$ cat src/rtl/drive_pkg.sv
// drive_pkg: shared command-word layout, opcodes and scheduler state encoding
// used by seek_scheduler and its delta calculator.
package drive_pkg;

  localparam int unsigned NUM_CYL_DEF = 512;

  localparam logic [2:0] OP_SEEK  = 3'b001;
  localparam logic [2:0] OP_WRITE = 3'b010;

  // Seek word layout: [15:13] opcode, [12:11] zero, [10] head, [9] dir, [8:0] delta
  localparam int unsigned HEAD_BIT  = 10;
  localparam int unsigned DIR_BIT   = 9;
  localparam int unsigned DELTA_MSB = 8;

  typedef enum logic [3:0] {
    StIdle,
    StLocate,
    StCalc,
    StIssueSeek,
    StSettle,
    StVerify,
    StXferCmd,
    StXferSec,
    StDone,
    StError
  } sched_state_e;

  function automatic logic [15:0] seek_word(input logic head, input logic dir,
                                            input logic [DELTA_MSB:0] delta);
    logic [15:0] w;
    w                = '0;
    w[15:13]         = OP_SEEK;
    w[HEAD_BIT]      = head;
    w[DIR_BIT]       = dir;
    w[DELTA_MSB:0]   = delta;
    return w;
  endfunction

endpackage

$ cat src/rtl/seek_scheduler_delta.sv
// seek_delta_calc: registered distance/direction between target (a) and current (b)
// cylinder. Fed with next-state values so the result lines up with the CALC cycle.
module seek_delta_calc #(
  parameter int unsigned CYL_W = 9
) (
  input  logic             clk,
  input  logic             rst_n,
  input  logic [CYL_W-1:0] a_i,
  input  logic [CYL_W-1:0] b_i,
  output logic [CYL_W-1:0] delta_o,
  output logic             dir_o,
  output logic             zero_o
);

  logic [CYL_W-1:0] delta_q;
  logic             dir_q;
  logic             zero_q;

  // Register |a-b|, a>b and a==b every cycle.
  always_ff @(posedge clk or negedge rst_n) begin
    if (!rst_n) begin
      delta_q <= '0;
      dir_q   <= 1'b0;
      zero_q  <= 1'b1;
    end else begin
      delta_q <= (a_i > b_i) ? (a_i - b_i) : (b_i - a_i);
      dir_q   <= (a_i > b_i);
      zero_q  <= (a_i == b_i);
    end
  end

  assign delta_o = delta_q;
  assign dir_o   = dir_q;
  assign zero_o  = zero_q;

endmodule

$ cat src/rtl/seek_scheduler.sv
// seek_scheduler: turns host seek/write requests into driveControl command words,
// locating the head from the header decoder, verifying arrival and retrying.
// Optional feature: define SEEK_SCHED_CYL_CACHE_EN to reuse the last verified
// cylinder/head so the next request skips LOCATE.
module seek_scheduler
  import drive_pkg::*;
#(
  parameter int unsigned NUM_CYL     = NUM_CYL_DEF,
  parameter int unsigned CYL_W       = 9,
  parameter int unsigned HDR_TIMEOUT = 1 << 20,
  parameter int unsigned MAX_RETRY   = 3
) (
  input  logic             clk,
  input  logic             rst_n,
  input  logic             req_valid,
  output logic             req_ready,
  input  logic [CYL_W-1:0] req_cyl,
  input  logic             req_head,
  input  logic             req_write,
  input  logic [5:0]       req_sector,
  input  logic [CYL_W-1:0] cylNumIn,
  input  logic             cylNumInReady,
  input  logic             headNumIn,
  input  logic             headNumInReady,
  input  logic             drive_ready,
  output logic [15:0]      cmd_word,
  output logic             cmd_valid,
  input  logic             cmd_ready,
  output logic             busy,
  output logic             done,
  output logic             error
);

  localparam int unsigned TmrW   = $clog2(HDR_TIMEOUT + 1);
  localparam int unsigned RetryW = $clog2(MAX_RETRY + 2);
  localparam int unsigned CylW1  = CYL_W + 1;
  localparam int unsigned DeltaW = DELTA_MSB + 1;

  localparam logic [TmrW-1:0]   TmrLast   = TmrW'(HDR_TIMEOUT - 1);
  localparam logic [RetryW-1:0] RetryMax  = RetryW'(MAX_RETRY);
  localparam logic [CYL_W:0]    NumCylLim = CylW1'(NUM_CYL);

  sched_state_e      state_q, state_d;
  logic              ready_q;
  logic [CYL_W-1:0]  tgt_cyl_q, tgt_cyl_d;
  logic              tgt_head_q, tgt_head_d;
  logic              write_q, write_d;
  logic [5:0]        sector_q, sector_d;
  logic [CYL_W-1:0]  cur_cyl_q, cur_cyl_d;
  logic              cur_head_q, cur_head_d;
  logic [RetryW-1:0] retry_q, retry_d;
  logic [TmrW-1:0]   tmr_q, tmr_d;
  logic              seen_low_q, seen_low_d;
  logic              timed;
  logic              tmr_last;
  logic              head_eff;
  logic              hdr_match;
  logic [CYL_W-1:0]  calc_delta;
  logic              calc_dir;
  logic              calc_zero;

`ifdef SEEK_SCHED_CYL_CACHE_EN
  logic              cache_valid_q, cache_valid_d;
`endif

  seek_delta_calc #(
    .CYL_W (CYL_W)
  ) u_delta (
    .clk     (clk),
    .rst_n   (rst_n),
    .a_i     (tgt_cyl_d),
    .b_i     (cur_cyl_d),
    .delta_o (calc_delta),
    .dir_o   (calc_dir),
    .zero_o  (calc_zero)
  );

  assign req_ready = ready_q && (state_q == StIdle);
  assign busy      = (state_q != StIdle);
  assign tmr_last  = (tmr_q == TmrLast);
  // A cylinder strobe without a head strobe keeps the head we already know.
  assign head_eff  = headNumInReady ? headNumIn : cur_head_q;
  assign hdr_match = (cylNumIn == tgt_cyl_q) && (head_eff == tgt_head_q);

  // Next-state logic and command/status outputs.
  always_comb begin
    state_d    = state_q;
    tgt_cyl_d  = tgt_cyl_q;
    tgt_head_d = tgt_head_q;
    write_d    = write_q;
    sector_d   = sector_q;
    cur_cyl_d  = cur_cyl_q;
    cur_head_d = cur_head_q;
    retry_d    = retry_q;
    seen_low_d = seen_low_q;
`ifdef SEEK_SCHED_CYL_CACHE_EN
    cache_valid_d = cache_valid_q;
`endif
    timed      = 1'b0;
    cmd_valid  = 1'b0;
    cmd_word   = '0;
    done       = 1'b0;
    error      = 1'b0;

    unique case (state_q)
      StIdle: begin
        if (req_valid && req_ready) begin
          tgt_cyl_d  = req_cyl;
          tgt_head_d = req_head;
          write_d    = req_write;
          sector_d   = req_sector;
          retry_d    = '0;
          if ({1'b0, req_cyl} >= NumCylLim) begin
            state_d = StError;
`ifdef SEEK_SCHED_CYL_CACHE_EN
          end else if (cache_valid_q) begin
            state_d = StCalc;
`endif
          end else begin
            state_d = StLocate;
          end
        end
      end
      StLocate: begin
        timed = 1'b1;
        if (cylNumInReady) begin
          cur_cyl_d  = cylNumIn;
          cur_head_d = head_eff;
          state_d    = StCalc;
        end else begin
          if (headNumInReady) cur_head_d = headNumIn;
          if (tmr_last) state_d = StError;
        end
      end
      StCalc: begin
        // Same cylinder and head: nothing to move, just confirm position.
        if (calc_zero && (cur_head_q == tgt_head_q)) state_d = StVerify;
        else                                         state_d = StIssueSeek;
      end
      StIssueSeek: begin
        cmd_valid = 1'b1;
        cmd_word  = seek_word(tgt_head_q, calc_dir, DeltaW'(calc_delta));
        if (cmd_ready) begin
          seen_low_d = 1'b0;
          state_d    = StSettle;
        end
      end
      StSettle: begin
        // Settled once drive_ready goes low then high, or stays high for the full window.
        timed = 1'b1;
        if (!drive_ready) seen_low_d = 1'b1;
        if (drive_ready && (seen_low_q || tmr_last)) state_d = StVerify;
        else if (tmr_last)                           state_d = StError;
      end
      StVerify: begin
        timed = 1'b1;
        if (cylNumInReady) begin
          cur_cyl_d  = cylNumIn;
          cur_head_d = head_eff;
          if (hdr_match) begin
`ifdef SEEK_SCHED_CYL_CACHE_EN
            cache_valid_d = 1'b1;
`endif
            state_d = write_q ? StXferCmd : StDone;
          end else if (retry_q == RetryMax) begin
            state_d = StError;
          end else begin
            retry_d = retry_q + 1'b1;
            state_d = StCalc;
          end
        end else begin
          if (headNumInReady) cur_head_d = headNumIn;
          if (tmr_last) state_d = StError;
        end
      end
      StXferCmd: begin
        cmd_valid = 1'b1;
        cmd_word  = {OP_WRITE, 13'b0};
        if (cmd_ready) state_d = StXferSec;
      end
      StXferSec: begin
        cmd_valid = 1'b1;
        cmd_word  = {10'b0, sector_q};
        if (cmd_ready) state_d = StDone;
      end
      StDone: begin
        done    = 1'b1;
        state_d = StIdle;
      end
      StError: begin
        error   = 1'b1;
`ifdef SEEK_SCHED_CYL_CACHE_EN
        cache_valid_d = 1'b0;
`endif
        state_d = StIdle;
      end
      default: state_d = StIdle;
    endcase

    // Timer restarts on every state change.
    tmr_d = (timed && (state_d == state_q)) ? tmr_q + 1'b1 : '0;
  end

  // State and datapath registers.
  always_ff @(posedge clk or negedge rst_n) begin
    if (!rst_n) begin
      state_q    <= StIdle;
      ready_q    <= 1'b0;
      tgt_cyl_q  <= '0;
      tgt_head_q <= 1'b0;
      write_q    <= 1'b0;
      sector_q   <= '0;
      cur_cyl_q  <= '0;
      cur_head_q <= 1'b0;
      retry_q    <= '0;
      tmr_q      <= '0;
      seen_low_q <= 1'b0;
    end else begin
      state_q    <= state_d;
      ready_q    <= 1'b1;
      tgt_cyl_q  <= tgt_cyl_d;
      tgt_head_q <= tgt_head_d;
      write_q    <= write_d;
      sector_q   <= sector_d;
      cur_cyl_q  <= cur_cyl_d;
      cur_head_q <= cur_head_d;
      retry_q    <= retry_d;
      tmr_q      <= tmr_d;
      seen_low_q <= seen_low_d;
    end
  end

`ifdef SEEK_SCHED_CYL_CACHE_EN
  // Validity of the cached position held in cur_cyl_q/cur_head_q.
  always_ff @(posedge clk or negedge rst_n) begin
    if (!rst_n) cache_valid_q <= 1'b0;
    else        cache_valid_q <= cache_valid_d;
  end
`endif

endmodule

$ cat config.mk
export PLATFORM = sky130hd
export DESIGN_NAME = seek_scheduler
export DESIGN_NICKNAME = d
export VERILOG_FILES = /design/src/rtl/drive_pkg.sv /design/src/rtl/seek_scheduler_delta.sv /design/src/rtl/seek_scheduler.sv
export SDC_FILE = /design/constraint.sdc
export NUM_CORES = 1
export LEC_CHECK = 0
export BUFFER_PORTS_ARGS = -buffer_cell sky130_fd_sc_hd__buf_2
export CAP_MARGIN = 0
export CORE_MARGIN = 10
export CORE_UTILIZATION = 48
export CTS_CLUSTER_DIAMETER = 80
export CTS_CLUSTER_SIZE = 28
export DETAILED_ROUTE_END_ITERATION = 10
export PLACE_DENSITY = 0.74
export SYNTH_ARGS = -nofsm -noshare
export SYNTH_HDL_FRONTEND = slang
export SYNTH_SLANG_ARGS = --single-unit
$ cat constraint.sdc
create_clock -name clk -period 10.3 [get_ports clk]
set_clock_uncertainty 0.15 [all_clocks]
set_input_delay 1.03 -clock clk [delete_from_list [all_inputs] [get_ports clk]]
set_output_delay 1.03 -clock clk [all_outputs]
set_load 0.05 [all_outputs]
==> After elaboration in Yosys (flattened, before gate mapping) <==
Index checks and enable logic that the tools add are counted.
{ "word_totals": {"register_bits": 68, "input_bits": 34, "out_inout_bits": 21, "wordCells": 91} }
{ "classes": {"n_addsub": 4, "magnitude_cmp": 1, "n_eq_ne": 22, "n_mux": 33, "n_reduce_logical": 17} }
{ "ops": {"columns": ["cell", "n"], "rows": [
  ["two-way mux 9 bit", 5],
  ["one-hot mux 15 bit (3 select lines)", 1],
  ["two-way mux 4 bit", 11],
  ["one-hot mux 4 bit (8 select lines)", 1],
  ["adder 21 x 1 -> 21 bit (second input constant)", 1],
  ["== test 21 x 20 -> 1 bit (second input constant)", 1],
  ["two-way mux 21 bit", 1],
  ["== test 9 bit", 2],
  ["subtractor 9 bit", 2],
  ["== test 4 x 3 -> 1 bit (second input constant)", 4],
  ["two-way mux 3 bit", 5],
  ["inequality test 2 bit (second input constant)", 5],
  ["greater-than comparator 9 bit", 1],
  ["== test 4 x 2 -> 1 bit (second input constant)", 2],
  ["== test 4 bit (second input constant)", 2],
  ["two-way mux 1 bit", 7],
  ["logical AND 1 bit", 6],
  ["one-hot mux 3 bit (2 select lines)", 1],
  ["OR reduction 3 bit", 2],
  ["AND reduction 5 bit", 1],
  ["== test 4 x 1 -> 1 bit (second input constant)", 1],
  ["== test 4 bit", 1],
  ["zero test 4 bit", 1],
  ["nonzero test 2 bit", 2],
  ["10 further kinds", 11]
]} }

==> Longest topological paths before layout <==
Gate-level depths: netlist (run 1).
{ "logic_depth": {"depth_word": 9, "depth_mapped": 16, "ltp_nobuf": 12} }

==> By module <==
From an unflattened synthesis (run 1), not the netlist that was laid out.
{ "unflattened": {"hier_cells": 445, "area_unflattened_um2": 4311.6} }
{ "by_module_without_submodules": {"columns": ["mod", "instances", "cells_each", "area_per_inst_um2", "seq_area_each_um2"], "rows": [
  ["seek_scheduler", 1, 326, 3208.1, 1426.4],
  ["seek_delta_calc", 1, 119, 1103.6, 276.5]
]} }

==> Least setup slack after synthesis (run 1) <==
OpenSTA, ideal clock, no wires.
{ "synth_timing": {"path_type": "input -> register", "from": "input req_valid", "to": "register u_delta.delta_q[6], in the netlist u_delta.delta_o[6]", "setup_ns": 0.094, "t_arrival_ns": 3.688, "required_time_ns": 10.056, "slack_ns": 6.368, "path_stages": 14, "n_path_buf": 3, "path_cell_list": "and3_1 > buf_2 > buf_2 > mux2i_1 > inv_1 > ha_1 > a21oi_1 > a21oi_1 > o311ai_4 > nand2_4 > buf_6 > a21o_1 > and3_1 > a221oi_2"} }
{ "synth_between": {"elab_chain_len": 5, "word_cells_on_any_way": 7, "classes_between": "add/sub: 2; order compare: 1; mux: 3; reduce/logical: 1"} }
{ "synth_lines": {"columns": ["item", "line", "text"], "rows": [
  ["start: declaration", "seek_scheduler.sv:15", "input logic req_valid,"],
  ["logical AND 1 bit (*)", "seek_scheduler.sv:107", "if (req_valid && req_ready) begin"],
  ["two-way mux 9 bit (*)", "seek_scheduler.sv:107", null],
  ["two-way mux 9 bit (*)", "seek_scheduler.sv:105", "unique case (state_q)"],
  ["via tgt_cyl_d[1]", "seek_scheduler.sv:45", "logic [CYL_W-1:0] tgt_cyl_q, tgt_cyl_d;"],
  ["subtractor 9 bit or greater-than comparator 9 bit (tied branches)", "seek_scheduler_delta.sv:26", "delta_q <= (a_i > b_i) ? (a_i - b_i) : (b_i - a_i);"],
  ["two-way mux 9 bit (*)", "seek_scheduler_delta.sv:26", null],
  ["end signal: assignment", "seek_scheduler_delta.sv:26", null],
  ["end: declaration", "seek_scheduler_delta.sv:15", "logic [CYL_W-1:0] delta_q;"]
]} }
The timed path passes the listed nets; every way through them passes the cells marked *.
A chain may end at the register's enable or synchronous reset.

==> Worst setup path after layout (run 1) <==
{ "layout_timing": {"from": "input cylNumInReady", "to": "register u_delta.delta_q[6], in the netlist u_delta.delta_o[6]"} }
{ "layout_between": {"elab_chain_len": 4, "word_cells_on_any_way": 6, "classes_between": "add/sub: 2; order compare: 1; mux: 3"} }
{ "layout_lines": {"columns": ["item", "line", "text"], "rows": [
  ["start: declaration", "seek_scheduler.sv:22", "input logic cylNumInReady,"],
  ["two-way mux 9 bit (*)", "seek_scheduler.sv:126, seek_scheduler.sv:157", null],
  ["two-way mux 9 bit (*)", null, null],
  ["via cur_cyl_d[3]", "seek_scheduler.sv:49", "logic [CYL_W-1:0] cur_cyl_q, cur_cyl_d;"],
  ["subtractor 9 bit or greater-than comparator 9 bit (tied branches)", "seek_scheduler_delta.sv:26", null],
  ["two-way mux 9 bit (*)", "seek_scheduler_delta.sv:26", null]
]} }
Marked as above.

==> reports/metrics.yaml, run 1 <==
outcome:
  outcome: "finished clean"
sta:
  hold_violations: 0
  fin_crit_sh_pct: 44.2
  setup_viol_count_final: 0
  hold_slack_ps: 327
  post-route-worst-setup-slack_ps: 5750
  slew_headroom_pct: 26.3
  slew_violations: 0
  max_freq_ghz: 0.220
  grt_setup_unrepaired: "false"
  tightest_slew_ps: 1100
  fin_tns_setup_ps: 0
  min_period_ps: 4550
global_routing:
  grt_pass1_wl_microns: 15700
  grt_pass1_vias: 3261
  grt_max_degree: 69
  gr-total-overflow: 0
  antenna_found_initial: 0
  grtUsageTotal_pct: 15.0
final_layout:
  ff_latch_area_sq_um: 1700
  n_antenna_cell: 0
  n_fill_cell: 796
  fin_util_pct: 54.6
  drive_gt1_share_pct: 26.9
  area_growth_pct: 12.0
  nets: 506
  multiInputGateArea_sq_um: 2290
route:
  drtIter0Drc: 113
  vias: 3048
  remaining_drc_errors: 0
  firstDrtPassIters: 4
  totalWireLength_microns: 9380
  ant_nets: 0
  wire_per_inst_microns: 16.7
  via_per_inst: 5.43
setup_path:
  cp.depth: 13
  crit_path_end: "u_delta.delta_o[6]$_DFF_PN0_"
  reg2reg_from: "state_q[0]$_DFF_PN0_"
  reg2reg_depth: 12
  crit_fanout: 12
  crit_arrival_ps: 4650
  worstSetupPathType: "primary input to flop"
  crit_required_ps: 10400
  crit_start: "cylNumInReady"
  crit_chain: "buf_2 -> inv_1 -> nor3_2 -> mux2i_1 -> inv_1 -> ha_1 -> nand4_2 -> or3_4 -> o311ai_4 -> nand2_4 -> mux2i_2 -> nand2_1 -> a221oi_2"
  r2r_end: "u_delta.delta_o[6]$_DFF_PN0_"
  max_stage_delay_ps: 860
  cp_top_family: "simple AND/OR/NAND/NOR gates"
  cp_slowest_cell: "nor3_2"
  end_kind: "flop"
  cpMostUsedCell: "inv_1"
  rrSetupSlack_ps: 5800
  critPathLaunchType: "primary input"
  cp_num_buf_inv: 3
logic_synthesis:
  syn_area_sq_um: 4210
  synth.top_cell.area_share_pct: 39.8
  async_flop_share_pct: 100
  synth_cell_types: 60
  synth_top_cell_by_area: "dfrtp_1"
  ys_warn_count: 0
  synth_area_leaders: "dfrtp_1 (40%), ha_1 (5.9%), mux2_2 (4.8%)"
  syn_inst: 400
  yosys_register_bits: 68
  yosysSeqAreaShare_pct: 40.5
  synth_top_flop_cell: "dfrtp_1"
  syn_avg_cell_area_sq_um: 10.5
  synth_edf_count: 0
clocking:
  cts.clk_slew.worst_paths_ps: 70
  cts_hold_buf: 0
  post_cts_buffers: 0
  post_cts_resized: 0
  clk_path_buf_depth: 2
  cts.sinks: 68
  clk_latency_ps: 350
  cts_buffers: 9
  cts_max_level: 3
  cts-root-buf: "clkbuf_8"
  cts_tree: "built"
floorplanning:
  start_util_pct: 48.7
  ioPinCount: 55
  fp.coreArea_sq_um: 8640
  dieArea_sq_um: 12900
  die_w_microns: 114
  die_y_microns: 114
  num_rows: 34
place:
  dp_slack_ps: 5450
  hpwl_microns: 7050
  place.port_buffers: 51
  gp_congestion: 0.885
worst_hold_path:
  holdCritPathClass: "flop to flop"
pwr:
  ir_drop_mv: 0.210
  power.leakage_nw: 2.13
  p_per_area_nw_per_um2: 334
run:
  maxCapViolations: 0
## stage by stage
stage          power (mW)  instance area [sq um]  cells
6_report             1.58                   4720    561
5_1_grt              1.70                   4720    561
4_1_cts              1.59                   4720    561
3_5_place_dp         1.35                   4530    547
3_3_place_gp         1.34                   4530    547
2_1_floorplan        1.17                   4220    402
## cells in the mapped netlist, drive strengths merged, types with 3 or more instances
cell type  count
nor3          20
nand2b         4
a211oi         3
a21o           5
and3           7
ha            20
a22o           7
a21oi         11
nor3b          8
nor4           3
inv           32
nand2         27
and4           5
mux2i         19
buf           15
and2          12
dfrtp         67
mux2          18
o21ai          7
nor2          16
nand4          9
a31oi          3
xor2          18
nand3b         3
xnor2         17
nand3         12
## registers in the layout, summed over array words and instances (netlist names)
name and flops:
cur_cyl_q 9, cur_head_q 1, ready_q 1, retry_q 3, sector_q 6, seen_low_q 1, state_q 4, tgt_cyl_q 9
tgt_head_q 1, tmr_q 21, u_delta.delta_o 9, u_delta.dir_o 1, u_delta.zero_o 1, write_q 1
## worst min-delay path, stage by stage, from the launching register on
cell	delay, ps
dfrtp_1	350
nand2_1	50
o41ai_1	50
## cells in the final DEF (no fill, tap or decap), types with 12 or more instances in the layout
master and n:
nand3_1 12, nor2_1 16, xnor2_1 17, nor3_2 16, nand2_1 26, buf_2 51, mux2i_1 18, and2_1 12
inv_1 32, ha_1 20, dfrtp_1 67, xor2_1 18, mux2_2 18
## metal layers
metal	vias to the layer above	track usage, %	wire length (microns)
met3	16	4.93	421
met4	0	4.48	155
met2	70	25.4	4740
met1	1472	17.5	4050
met5	-	0	0
li1	1490	-	-
## logic make-up after synthesis
| family | count (synthesis) | synth area share (%) |
|---|---|---|
| AO/OA/AOI/OAI | 55 | 10.4 |
| XOR/XNOR | 35 | 7.28 |
| adder cells (fa/ha/maj) | 22 | 6.90 |
| buffers and inverters | 49 | 5.44 |
| flip-flops | 68 | 40.5 |
| multiplexers | 37 | 9.42 |
| other | 2 | 0.178 |
| AND/OR/NAND/NOR | 132 | 19.9 |
## worst min-delay path by stage
stage                                 from  depth (start not counted)                     end
CTS                 retry_q[2]$_DFFE_PN0P_                          2  retry_q[2]$_DFFE_PN0P_
finish              retry_q[2]$_DFFE_PN0P_                          2  retry_q[2]$_DFFE_PN0P_
floorplan           retry_q[2]$_DFFE_PN0P_                          2  retry_q[2]$_DFFE_PN0P_
global placement    retry_q[2]$_DFFE_PN0P_                          2  retry_q[2]$_DFFE_PN0P_
detailed placement  retry_q[2]$_DFFE_PN0P_                          2  retry_q[2]$_DFFE_PN0P_
global route        cur_cyl_q[8]$_DFF_PN0_                          2  cur_cyl_q[8]$_DFF_PN0_
## power by group
part           leakage [nW]  internal (mW)  switching (mW)
Clock                0.0983          0.122          0.0973
Sequential            0.858          0.363          0.0610
Combinational          1.17          0.356           0.576
## layout make-up
class / instances / share of cell area (%)
clock buffer: 12 / 3.29
clock inverter: 2 / 0.743
inverter: 32 / 2.55
multi-input combinational: 285 / 48.6
sequential: 68 / 36.1
tap: 108 / 2.87
timing repair buffer: 54 / 5.89
Note: power is estimated with default switching activity, not from simulation.
==> inputs of run 2 (changes only) <==
==> constraint.sdc (replaced) <==
create_clock -name clk -period 4.2 [get_ports clk]
set_clock_uncertainty 0.15 [all_clocks]
set_input_delay 0.42 -clock clk [delete_from_list [all_inputs] [get_ports clk]]
set_output_delay 0.42 -clock clk [all_outputs]
set_load 0.05 [all_outputs]
==> reports/metrics.yaml, run 2 (same netlist as run 1, synthesis figures left out) <==
run:
  maxCapViolations: 0
final_layout:
  largest_reg_flops: 21
  layout_commonest_cell: "dfrtp_1"
  max_flop_register: "tmr_q"
  mostFrequentLayoutCells: "dfrtp_1 (67), buf_2 (51), inv_1 (32)"
  fin_util_pct: 55.9
  n_antenna_cell: 0
  drive_gt1_share_pct: 29.0
  n_fill_cell: 748
  area_growth_pct: 14.6
  nets: 513
  finalInstanceArea_sq_um: 4820
global_routing:
  grtUsageTotal_pct: 15.8
  antenna_found_initial: 0
  grt_max_degree: 40
  grt_pass1_vias: 3358
  grt_pass1_wl_microns: 16700
  gr-total-overflow: 0
floorplanning:
  die_y_microns: 114
  start_util_pct: 48.7
  die_w_microns: 114
  num_rows: 34
  ioPinCount: 55
  fp.coreArea_sq_um: 8640
  dieArea_sq_um: 12900
pwr:
  power.switching_mw: 1.82
  power.leakage_nw: 2.18
  pwr-share-seq_pct: 25.0
  ir_drop_mv: 0.514
  p_sw_share_pct: 45.5
  comb_power_share_pct: 58.9
  p_int_mw: 2.18
  p_clk_share_pct: 16.1
  power.total_mw: 4.01
  p_per_area_nw_per_um2: 830
sta:
  fin_crit_sh_pct: 93.0
  slew_headroom_pct: 27.8
  fin_tns_setup_ps: 0
  setup_viol_count_final: 0
  min_period_ps: 3910
  slew_violations: 0
  grt_setup_unrepaired: "false"
  hold_violations: 0
  tightest_slew_ps: 1080
  post-route-worst-setup-slack_ps: 294
  max_freq_ghz: 0.256
clocking:
  cts.sinks: 68
  cts.clk_slew.worst_paths_ps: 80
  cts-root-buf: "clkbuf_8"
  cts_max_level: 3
  clk_latency_ps: 350
  clk_path_buf_depth: 2
  cts_buffers: 9
  cts_tree: "built"
route:
  wire_per_inst_microns: 17.0
  ant_nets: 0
  drtIter0Drc: 94
  firstDrtPassIters: 4
  vias: 3133
  totalWireLength_microns: 9680
  remaining_drc_errors: 0
  via_per_inst: 5.50
setup_path:
  max_stage_delay_ps: 440
  cp_slowest_cell: "ha_1"
  crit_fanout: 12
  crit_chain: "nor4_2 -> and3_2 -> mux2_2 -> ha_1 -> nand4_2 -> or3_4 -> o311ai_4 -> nand2_4 -> mux2i_2 -> nand2_1 -> a221oi_2"
  crit_path_end: "u_delta.delta_o[6]$_DFF_PN0_"
  r2r_end: "u_delta.delta_o[6]$_DFF_PN0_"
  crit_required_ps: 4300
  reg2reg_from: "state_q[0]$_DFF_PN0_"
  end_kind: "flop"
  reg2reg_depth: 11
  crit_arrival_ps: 4010
  crit_start: "state_q[0]$_DFF_PN0_"
  worstSetupPathType: "flop to flop"
  rrSetupSlack_ps: 290
  critPathLaunchType: "flop"
place:
  dp_slack_ps: 138
  place.port_buffers: 51
  postPlaceCellArea_sq_um: 4580
  hpwl_microns: 7400
  gp_congestion: 0.918
outcome:
  outcome: "finished clean"
worst_hold_path:
  holdCritPathClass: "primary input to asynchronous set/reset pin"
==> run 2: worst min-delay path by stage <==
| stage | startpoint | to | slack (ps) | cells past startpoint |
|---|---|---|---|---|
| floorplan | rst_n | cur_cyl_q[0]$_DFF_PN0_ | -30 | 0 |
| global placement | retry_q[2]$_DFFE_PN0P_ | retry_q[2]$_DFFE_PN0P_ | 310 | 2 |
| detailed placement | retry_q[2]$_DFFE_PN0P_ | retry_q[2]$_DFFE_PN0P_ | 320 | 2 |
| CTS | rst_n | state_q[0]$_DFF_PN0_ | 50 | 1 |
| global route | rst_n | state_q[0]$_DFF_PN0_ | 80 | 1 |
| finish | rst_n | state_q[0]$_DFF_PN0_ | 20 | 1 |
==> run 2: power groups by stage <==
stage / combinational [mW] / sequential, mW / clock [mW]
5_1_grt: 2.58 / 1.03 / 0.691
6_report: 2.36 / 1.00 / 0.645
3_3_place_gp: 2.32 / 1.01 / 0
3_5_place_dp: 2.34 / 1.01 / 0
4_1_cts: 2.36 / 1.00 / 0.662
2_1_floorplan: 1.90 / 0.982 / 0
==> run 2: per-stage QoR <==
stage               cells  hold WS (ps)
global route          570          84.2
floorplan             402         -25.6
CTS                   570          54.7
detailed placement    554           322
finish                570          23.3
global placement      554           306
==> run 2: final cells by class <==
cell class,instances,area [sq um],share of cell area (%)
clock buffers,9,124,2.57
repair buffers,61,330,6.85
well taps,108,135,2.80
inverters,32,120,2.49
flip-flops and latches,68,1700,35.3
multi-input cells,285,2300,47.6
clock inverters,7,115,2.39
==> run 2: routing by layer <==
layer	track usage, %	part of all wire, %
met4	4.91	1.4
met5	0	0
met3	4.88	6.2
met2	27.2	51
met1	18.4	41
==> run 2: what timing repair did <==
action                     in CTS  in global routing
buffers inserted                0                  0
gates resized for setup         0                  2
hold buffers                    0                  0
setup endpoints to repair       0                  4
==> run 2: worst max-delay path: cells and delay by family (launching register included) <==
family	cells	cell delay (ps)
mux	2	700
compound gates	2	420
flops	1	390
fa+ha+maj	1	440
simple gates	6	1700
